$ cat config.mk
export PLATFORM = sky130hd
export DESIGN_NAME = rv32_irq_evt_gen_flat
export DESIGN_NICKNAME = d
export VERILOG_FILES = /design/src/rtl/rv32_irq_evt_gen_if.sv /design/src/rtl/rv32_irq_evt_gen.sv /design/src/flat_wrapper.sv
export SDC_FILE = /design/constraint.sdc
export NUM_CORES = 1
export LEC_CHECK = 0
export CORE_ASPECT_RATIO = 2
export CORE_UTILIZATION = 55
export CTS_CLUSTER_DIAMETER = 150
export DETAILED_ROUTE_END_ITERATION = 16
export GPL_TIMING_DRIVEN = 0
export PLACE_DENSITY = 0.85
export SLEW_MARGIN = 20
export SYNTH_ARGS = -nofsm -noshare
export SYNTH_HDL_FRONTEND = slang
export SYNTH_SLANG_ARGS = --single-unit
$ cat constraint.sdc
create_clock -name clk -period 5.4 [get_ports clk]
set_clock_uncertainty 0.05 [all_clocks]
set_input_delay 0.81 -clock clk [delete_from_list [all_inputs] [get_ports clk]]
set_output_delay 0.81 -clock clk [all_outputs]
set_load 0.02 [all_outputs]
$ cat src/rtl/rv32_irq_evt_gen_if.sv
`default_nettype none
// +--------------------------------------------------------------------------+
// | Module : rv32_irq_evt_gen_pkg / rv32_irq_evt_gen_if                      |
// | Shared types (retiring-opcode enum, irq_evt_t) and the bus interface     |
// | between the decode/exec stage, the PC stage and rv32_irq_evt_gen.        |
// |   instr_valid, rv32_instr_opcode, rv32_cur_pc : retiring instruction     |
// |   csr_we, csr_addr, csr_wdata, csr_rdata      : CSR access port          |
// |   csr_irq_evt                                 : {valid, data} to next-PC |
// | Revision : 1.0  initial release                                          |
// +--------------------------------------------------------------------------+

package rv32_irq_evt_gen_pkg;

  typedef enum logic [2:0] {
    RV32_OP_NOP    = 3'd0,
    RV32_OP_ALU    = 3'd1,
    RV32_OP_LOAD   = 3'd2,
    RV32_OP_STORE  = 3'd3,
    RV32_OP_BRANCH = 3'd4,
    RV32_OP_JUMP   = 3'd5,
    RV32_OP_SYSTEM = 3'd6,
    RV32_MRET      = 3'd7
  } rv32_opcode_enum_t;

  typedef struct packed {
    logic        valid;
    logic [31:0] data;
  } irq_evt_t;

endpackage

interface rv32_irq_evt_gen_if;
  import rv32_irq_evt_gen_pkg::*;

  logic              instr_valid;
  rv32_opcode_enum_t rv32_instr_opcode;
  logic [31:0]       rv32_cur_pc;
  logic              csr_we;
  logic [11:0]       csr_addr;
  logic [31:0]       csr_wdata;
  logic [31:0]       csr_rdata;
  irq_evt_t          csr_irq_evt;

  modport master (
    output instr_valid, rv32_instr_opcode, rv32_cur_pc,
    output csr_we, csr_addr, csr_wdata,
    input  csr_rdata, csr_irq_evt
  );

  modport slave (
    input  instr_valid, rv32_instr_opcode, rv32_cur_pc,
    input  csr_we, csr_addr, csr_wdata,
    output csr_rdata, csr_irq_evt
  );

endinterface
`default_nettype wire

$ cat src/rtl/rv32_irq_evt_gen.sv
`default_nettype none
// +--------------------------------------------------------------------------+
// | Module : rv32_irq_evt_gen                                                |
// | Machine-mode interrupt/trap event source for the next-PC logic. Latches  |
// | external interrupt lines into mip, arbitrates them (lowest index wins),  |
// | redirects to the trap vector on entry and presents mepc for MRET.        |
// | Ports:                                                                   |
// |   clk, rst_n   : clock, asynchronous active-low reset                    |
// |   irq_i        : level interrupt requests (synchronous to clk)           |
// |   bus (slave)  : retiring instruction, CSR port, csr_irq_evt output      |
// |   irq_taken    : one-hot line taken, high during the entry cycle         |
// | Revision : 1.0  initial release                                          |
// +--------------------------------------------------------------------------+

module rv32_irq_evt_gen
  import rv32_irq_evt_gen_pkg::*;
#(
  parameter int NUM_IRQ = 4
) (
  input  logic                clk,
  input  logic                rst_n,
  input  logic [NUM_IRQ-1:0]  irq_i,
  rv32_irq_evt_gen_if.slave   bus,
  output logic [NUM_IRQ-1:0]  irq_taken
);

  localparam logic [11:0] c_ADDR_MSTATUS = 12'h300;
  localparam logic [11:0] c_ADDR_MIE     = 12'h304;
  localparam logic [11:0] c_ADDR_MTVEC   = 12'h305;
  localparam logic [11:0] c_ADDR_MEPC    = 12'h341;
  localparam logic [11:0] c_ADDR_MCAUSE  = 12'h342;
  localparam logic [11:0] c_ADDR_MIP     = 12'h344;

  typedef enum logic [1:0] {
    ST_RUN     = 2'd0,
    ST_ENTER   = 2'd1,
    ST_HANDLER = 2'd2
  } state_t;

  state_t             r_state;
  state_t             w_state_nxt;

  logic [NUM_IRQ-1:0] r_mip;
  logic [NUM_IRQ-1:0] r_mie;
  logic               r_mstatus_mie;
  logic               r_mstatus_mpie;
  logic [29:0]        r_mtvec_base;
  logic               r_mtvec_mode;
  logic [29:0]        r_mepc;
  logic [31:0]        r_mcause;
  logic [29:0]        r_cap_pc;
  logic [3:0]         r_cap_idx;

  logic [NUM_IRQ-1:0] w_pend;
  logic               w_win_any;
  logic [3:0]         w_win_idx;
  logic               w_is_mret;
  logic               w_take;
  logic [31:0]        w_vec_base;
  logic [31:0]        w_vec_off;
  logic               w_evt_valid;
  logic [31:0]       w_evt_data;
  logic [31:0]        w_rdata;
  logic               w_unused;

  // PC is word aligned; its low bits carry no information here.
  assign w_unused = ^bus.rv32_cur_pc[1:0];

  assign w_is_mret = bus.instr_valid && (bus.rv32_instr_opcode == RV32_MRET);

  // Eligibility is only meaningful in RUN; ENTER/HANDLER mask everything.
  assign w_pend = (r_state == ST_RUN && r_mstatus_mie) ? (r_mip & r_mie) : '0;

  // Lowest index wins: scan downward so the last hit is the lowest line.
  always_comb begin
    w_win_any = 1'b0;
    w_win_idx = 4'd0;
    for (int i = NUM_IRQ - 1; i >= 0; i--) begin
      if (w_pend[i]) begin
        w_win_any = 1'b1;
        w_win_idx = 4'(i);
      end
    end
  end

  assign w_take = w_win_any && bus.instr_valid && !w_is_mret;

  always_comb begin
    w_state_nxt = r_state;
    case (r_state)
      ST_RUN:     if (w_take) w_state_nxt = ST_ENTER;
      ST_ENTER:   w_state_nxt = ST_HANDLER;
      ST_HANDLER: if (w_is_mret) w_state_nxt = ST_RUN;
      default:    w_state_nxt = ST_RUN;
    endcase
  end

  always_ff @(posedge clk or negedge rst_n) begin
    if (!rst_n) r_state <= ST_RUN;
    else        r_state <= w_state_nxt;
  end

  // Cause code 16+i fits in 5 bits as {1'b1, i}; vector offset is 4*(16+i).
  assign w_vec_base  = {r_mtvec_base, 2'b00};
  assign w_vec_off   = {25'd0, 1'b1, r_cap_idx, 2'b00};
  assign w_evt_valid = (r_state == ST_ENTER);
  assign w_evt_data  = w_evt_valid
                     ? (r_mtvec_mode ? (w_vec_base + w_vec_off) : w_vec_base)
                     : {r_mepc, 2'b00};

  assign bus.csr_irq_evt = {w_evt_valid, w_evt_data};
  assign irq_taken = w_evt_valid ? (NUM_IRQ'(1) << r_cap_idx) : '0;

  // CSR state. Software writes are applied first; the hardware updates below
  // are later non-blocking assignments, so they win on any collision.
  always_ff @(posedge clk or negedge rst_n) begin
    if (!rst_n) begin
      r_mip          <= '0;
      r_mie          <= '0;
      r_mstatus_mie  <= 1'b0;
      r_mstatus_mpie <= 1'b0;
      r_mtvec_base   <= '0;
      r_mtvec_mode   <= 1'b0;
      r_mepc         <= '0;
      r_mcause       <= '0;
      r_cap_pc       <= '0;
      r_cap_idx      <= '0;
    end else begin
      r_mip <= irq_i;

      if (bus.csr_we) begin
        case (bus.csr_addr)
          c_ADDR_MSTATUS: begin
            r_mstatus_mie  <= bus.csr_wdata[3];
            r_mstatus_mpie <= bus.csr_wdata[7];
          end
          c_ADDR_MIE:    r_mie <= bus.csr_wdata[16 +: NUM_IRQ];
          c_ADDR_MTVEC: begin
            r_mtvec_base <= bus.csr_wdata[31:2];
            r_mtvec_mode <= bus.csr_wdata[0];
          end
          c_ADDR_MEPC:   r_mepc   <= bus.csr_wdata[31:2];
          c_ADDR_MCAUSE: r_mcause <= bus.csr_wdata;
          default: ;
        endcase
      end

      // The interrupted instruction is not executed; its PC becomes mepc.
      if (w_take) begin
        r_cap_pc  <= bus.rv32_cur_pc[31:2];
        r_cap_idx <= w_win_idx;
      end

      if (r_state == ST_ENTER) begin
        r_mepc         <= r_cap_pc;
        r_mcause       <= {1'b1, 26'd0, 1'b1, r_cap_idx};
        r_mstatus_mpie <= r_mstatus_mie;
        r_mstatus_mie  <= 1'b0;
      end else if (w_is_mret) begin
        r_mstatus_mie  <= r_mstatus_mpie;
        r_mstatus_mpie <= 1'b1;
      end
    end
  end

  always_comb begin
    w_rdata = '0;
    case (bus.csr_addr)
      c_ADDR_MSTATUS: begin
        w_rdata[3] = r_mstatus_mie;
        w_rdata[7] = r_mstatus_mpie;
      end
      c_ADDR_MIE:    w_rdata[16 +: NUM_IRQ] = r_mie;
      c_ADDR_MTVEC:  w_rdata = {r_mtvec_base, 1'b0, r_mtvec_mode};
      c_ADDR_MEPC:   w_rdata = {r_mepc, 2'b00};
      c_ADDR_MCAUSE: w_rdata = r_mcause;
      c_ADDR_MIP:    w_rdata[16 +: NUM_IRQ] = r_mip;
      default:       w_rdata = '0;
    endcase
  end

  assign bus.csr_rdata = w_rdata;

endmodule
`default_nettype wire

$ cat src/flat_wrapper.sv
// flat-port wrapper written by rule: the top's interface ports become plain ports
module rv32_irq_evt_gen_flat import rv32_irq_evt_gen_pkg::*;
#(
  parameter int NUM_IRQ = 4
)
  (clk, rst_n, irq_i, irq_taken, bus_instr_valid, bus_rv32_instr_opcode, bus_rv32_cur_pc, bus_csr_we, bus_csr_addr, bus_csr_wdata, bus_csr_rdata, bus_csr_irq_evt);
  rv32_irq_evt_gen_if bus_i ();
  input  logic clk;
  input  logic rst_n;
  input  logic [NUM_IRQ-1:0] irq_i;
  output logic [NUM_IRQ-1:0] irq_taken;
  input wire logic [$bits(bus_i.instr_valid)-1:0] bus_instr_valid;
  input wire logic [$bits(bus_i.rv32_instr_opcode)-1:0] bus_rv32_instr_opcode;
  input wire logic [$bits(bus_i.rv32_cur_pc)-1:0] bus_rv32_cur_pc;
  input wire logic [$bits(bus_i.csr_we)-1:0] bus_csr_we;
  input wire logic [$bits(bus_i.csr_addr)-1:0] bus_csr_addr;
  input wire logic [$bits(bus_i.csr_wdata)-1:0] bus_csr_wdata;
  output wire logic [$bits(bus_i.csr_rdata)-1:0] bus_csr_rdata;
  output wire logic [$bits(bus_i.csr_irq_evt)-1:0] bus_csr_irq_evt;
  assign bus_i.instr_valid = bus_instr_valid;
  assign bus_i.rv32_instr_opcode = bus_rv32_instr_opcode;
  assign bus_i.rv32_cur_pc = bus_rv32_cur_pc;
  assign bus_i.csr_we = bus_csr_we;
  assign bus_i.csr_addr = bus_csr_addr;
  assign bus_i.csr_wdata = bus_csr_wdata;
  assign bus_csr_rdata = bus_i.csr_rdata;
  assign bus_csr_irq_evt = bus_i.csr_irq_evt;
  rv32_irq_evt_gen #(.NUM_IRQ(NUM_IRQ)) u_core (.clk(clk), .rst_n(rst_n), .irq_i(irq_i), .bus(bus_i), .irq_taken(irq_taken));
endmodule
# == Word level (Yosys, flattened, before mapping) ==
# Cells that the tools add are included.
# totals
register_bits,139
inputBits,87
word_cells,78
# classes
n_addsub,1
mux,36
n_shift,1
bitwise_logic,1
n_eq_ne,11
reduce_logical,17
# op_table
cell,count
two-way mux 32 bit,5
two-way mux 30 bit,3
equality test 12 x 10 -> 1 bit (second input constant),6
one-hot mux 12 bit (3 select lines),1
adder 32 x 7 -> 32 bit,1
one-hot mux 8 bit (3 select lines),1
two-way mux 4 bit,5
one-hot mux 4 bit (5 select lines),1
one-hot mux 3 bit (3 select lines),2
two-way mux 1 bit,12
AND reduction 2 bit,6
one-hot mux 1 bit (4 select lines),2
two-way mux 2 bit,3
one-hot mux 2 bit (3 select lines),1
nonzero test 2 bit,3
nonzero test 3 bit,2
AND 4 bit,1
logical AND 1 bit,4
inequality test 2 x 1 -> 1 bit (second input constant),2
left shift 1 x 4 -> 4 bit (first input constant),1
equality test 3 bit (second input constant),1
equality test 2 x 1 -> 1 bit (second input constant),1
equality test 2 bit (second input constant),1
zero test 2 bit,1
zero test 1 bit,1

# == Depth between registers and ports, before layout ==
# logic_depth
ltp_word,11
ltp_mapped,8

# == Least setup slack after synthesis ==
# Ideal clock, no wire load.
# synth_path
kind,input -> output
start,in bus_csr_addr[10]
end,out bus_csr_rdata[12]
setup_slack_ns,1.924
t_arrival_ns,2.616
stages,6
required_ns,4.540
n_path_buf,1
path_cell_list,or4_4 > nand4bb_4 > nor3b_2 > clkbuf_1 > a222oi_1 > inv_1
# synth_via
elab_chain_cells,2
# synth_rtl
element,line,source
from (decl),flat_wrapper.sv:16,input wire logic [$bits(bus_i.csr_addr)-1:0] bus_csr_addr;
equality test 12 x 10 -> 1 bit,rv32_irq_evt_gen.sv:168,case (bus.csr_addr)
one-hot mux 8 bit (3 select lines) (*),rv32_irq_evt_gen.sv:168,
to (decl),flat_wrapper.sv:18,output wire logic [$bits(bus_i.csr_rdata)-1:0] bus_csr_rdata;
# Mark *: on every way between the ends. The rest lies on a longest branch, timed or not.

# == Final worst setup path ==
# layout_path
start,in bus_csr_addr[10]
end,out bus_csr_rdata[30]
# layout_via
elab_chain_cells,2
# layout_rtl
element,line
equality test 12 x 10 -> 1 bit,rv32_irq_evt_gen.sv:168
one-hot mux 12 bit (3 select lines) (*),rv32_irq_evt_gen.sv:168
# Marked as above.

==> impl_metrics.tcl <==
set metrics [dict create \
    status "complete, no violations" \
    avgSynthCellArea_sq_um 9.968 \
    syn2layout_area_growth_pct 33.65 \
    avgRoutedWirePerCell_um 21.76 \
    die_y_um 164.7 \
    setup_viol 0 \
    synthDistinctLibCells 50 \
    crit_path_start_kind "input port" \
    numCtsBuffers 17 \
    insertion_delay_ps 420 \
    grt_use_met3 0.05947 \
    path_buf_inv 4 \
    ys_seq_area_frac 0.4711 \
    slew_headroom 0.3792 \
    postCtsSetupRepairBufs 0 \
    first_pass_iters 8 \
    remaining_drc_errors 0 \
    peakVddDrop_v 0.0002657 \
    detail_route.iter0.violations 761 \
    rows 59 \
    critPathTopFamily "buffers and inverters" \
    cts_tree "done" \
    post-place-cells 1034 \
    final_cell_area_sq_um 9726 \
    critPathCaptureType "output port" \
    crit_top_cell "clkdlybuf4s50_1" \
    crit_end "bus_csr_rdata[30]" \
    place.port_buffers 150 \
    synth-edff-count 0 \
    tritoncts_num_sinks 137 \
    worst_pin_slew_ps 931.2 \
    fin_tns_setup_ps 0 \
    required_ps 4540 \
    p_comb_frac 0.077 \
    antenna_found_initial 0 \
    grt_pass1_wl_mm 35.56 \
    slew_viol_final 0 \
    cp.depth 8 \
    dp_hpwl_mm 15.65 \
    ios 156 \
    globalRouteMet2Util 0.5887 \
    dieArea_sq_um 13720 \
    grt_pass1_vias 6824 \
    syn_inst 730 \
    p_sw_w 0.0005731 \
    p_leak_nw 4.640 \
    slowest_delay_ps 720 \
    cts_buffer_depth 2 \
    cts_hold_buffers 0 \
    p_sw_frac 0.2119 \
    arrival_ps 4460 \
    syn_area_sq_um 7277 \
    crit_path_start "bus_csr_addr[10]" \
    hold_class "input port to asynchronous set/reset pin" \
    via_per_inst 6.288 \
    hold_violations 0 \
    grt_use_met1 0.3755 \
    post_cts_resized 0 \
    r2r-end "u_core.r_cap_pc[5]" \
    min_period_ps 5319 \
    num_vias 6703 \
    final_common_cell "clkdlybuf4s50_1" \
    initial_core_util 0.5633 \
    stdcell_count 1066 \
    ant_nets 0 \
    antennaDiodeCount 0 \
    gr-max-usage-layer "met2" \
    cp_slowest_cell "nor3b_2" \
    wl_mm 23.20 \
    powerDensity_nw_per_um2 278.0 \
    final_layout_size_suffix_gt1_frac 0.1357 \
    cp_max_fo 10 \
    core_area_sq_um 12920 \
    synthArstFlopShare 1.000 \
    rr_startpoint "u_core.r_mie[0]" \
    cts_htree_levels 4 \
    yosysWarningCount 0 \
    rsz0062_at_grt "no" \
    grt_overflow 0 \
    seqPwrFrac 0.400 \
    grt_max_degree 84 \
    dpl_cell_area_sq_um 9005 \
    fin_nets 991 \
    path_clk_slew_ps 60 \
    maxCapViolCount 0 \
    track_usage 0.3425 \
    fmax_ghz 0.1880 \
    gp_congestion 0.9437 \
    layout_common_cells "clkdlybuf4s50_1, nand2_1, dfrtp_1, o21ai_0, clkbuf_1" \
    p_int_w 0.002131 \
    reg2reg_depth 5 \
    fin_crit_sh 0.9850 \
    die_width_um 83.34 \
    synth_seq_cells 137 \
    ff2ff_setup_slack_ps 2810 \
    cts-root-buf "clkbuf_16" \
    p_clk_frac 0.523 \
    path_class "input port to output port" \
    ys.flop_type "dfrtp_1" \
    path_cells "clkdlybuf4s50_1 -> or4_4 -> nand4bb_4 -> nor3b_2 -> clkbuf_1 -> a222oi_1 -> inv_1 -> clkdlybuf4s50_1" \
]
per-stage QoR:
| stage | total power (W) | hold slack (ps) | setup WS (ps) | util |
|---|---|---|---|---|
| final | 0.002704 | 240.4 | 81.10 | 0.7528 |
| after global routing | 0.002770 | 272.8 | 57.29 | 0.7528 |
| after detailed placement | 0.001303 | 410.7 | 171.0 | 0.6970 |
| after floorplan | 0.001161 | 394.4 | 1924 | - |
| after CTS | 0.002702 | 261.3 | 165.5 | 0.7528 |
| after global placement | 0.001296 | 405.6 | -1944 | 0.6945 |
power by group through the flow:
stage	registers (W)	clock network, W	logic [W]
2_1_floorplan	0.00109	0	0.0000708
3_3_place_gp	0.00110	0	0.000199
3_5_place_dp	0.00110	0	0.000206
4_1_cts	0.00108	0.00141	0.000208
5_1_grt	0.00108	0.00146	0.000223
6_report	0.00108	0.00141	0.000208
layout make-up:
cell class / count / area (sq um)
clock inverters: 10 / 236.5
well taps: 152 / 190.2
fillers: 854 / 3193
flip-flops and latches: 137 / 3428
clock buffers: 22 / 484.2
inverters: 31 / 116.4
multi-input cells: 507 / 3483
plain buffers: 56 / 252.7
repair buffers: 151 / 1534
cells in the mapped netlist, drive strengths merged, types with 4 or more instances:
master	number	area [sq um]
mux2	70	900.9
nor3	11	55.05
a222oi	23	230.2
buf	15	98.84
nand4	4	25.02
a22oi	7	52.55
inv	31	116.4
nand3	14	70.07
clkbuf	41	153.9
and3	7	43.79
dfrtp	137	3428
a21oi	34	170.2
xor2	5	43.79
nor4	7	50.05
mux2i	34	340.3
o21ai	63	315.3
a31oi	5	31.28
xnor2	23	201.4
nor2	14	52.55
nand2	148	555.5
cell families (layout without fill, tap and decap cells):
| kind of cell | count (synthesis) | count (layout) | synth area share |
|---|---|---|---|
| mux | 104 | 104 | 0.1706 |
| compound gates | 139 | 139 | 0.1186 |
| simple gates | 231 | 231 | 0.1486 |
| flops | 137 | 137 | 0.4711 |
| fa+ha+maj | 3 | 3 | 0.006189 |
| buf+inv | 87 | 270 | 0.05072 |
| xor+xnor | 28 | 28 | 0.03370 |
| other cells | 1 | 2 | 0.0005153 |
metal layers:
metal | up-vias | wire length [um]
met5 | - | 0
met4 | 0 | 1449
met3 | 107 | 1632
met2 | 429 | 11910
met1 | 3266 | 8207
li1 | 2901 | -
worst min-delay path by stage:
stage | cells after the start | to | start
3_3_place_gp | 2 | u_core.r_mepc[17] | u_core.r_cap_pc[17]
3_5_place_dp | 2 | u_core.r_mepc[10] | u_core.r_cap_pc[10]
5_1_grt | 1 | u_core.r_cap_pc[28] | rst_n
6_report | 1 | u_core.r_cap_pc[28] | rst_n
4_1_cts | 1 | u_core.r_cap_pc[28] | rst_n
2_1_floorplan | 2 | u_core.r_mepc[0] | u_core.r_cap_pc[0]
sequential cells by signal, indices dropped and copies added, names as in the netlist:
| register | count |
|---|---|
| u_core.r_mcause | 32 |
| u_core.r_mtvec_mode | 1 |
| u_core.r_mip | 4 |
| u_core.r_mstatus_mpie | 1 |
| u_core.r_state | 2 |
| u_core.r_mie | 4 |
| u_core.r_cap_idx | 2 |
| u_core.r_mstatus_mie | 1 |
| u_core.r_mtvec_base | 30 |
| u_core.r_cap_pc | 30 |
| u_core.r_mepc | 30 |
Power figures use the tool's default switching activity.
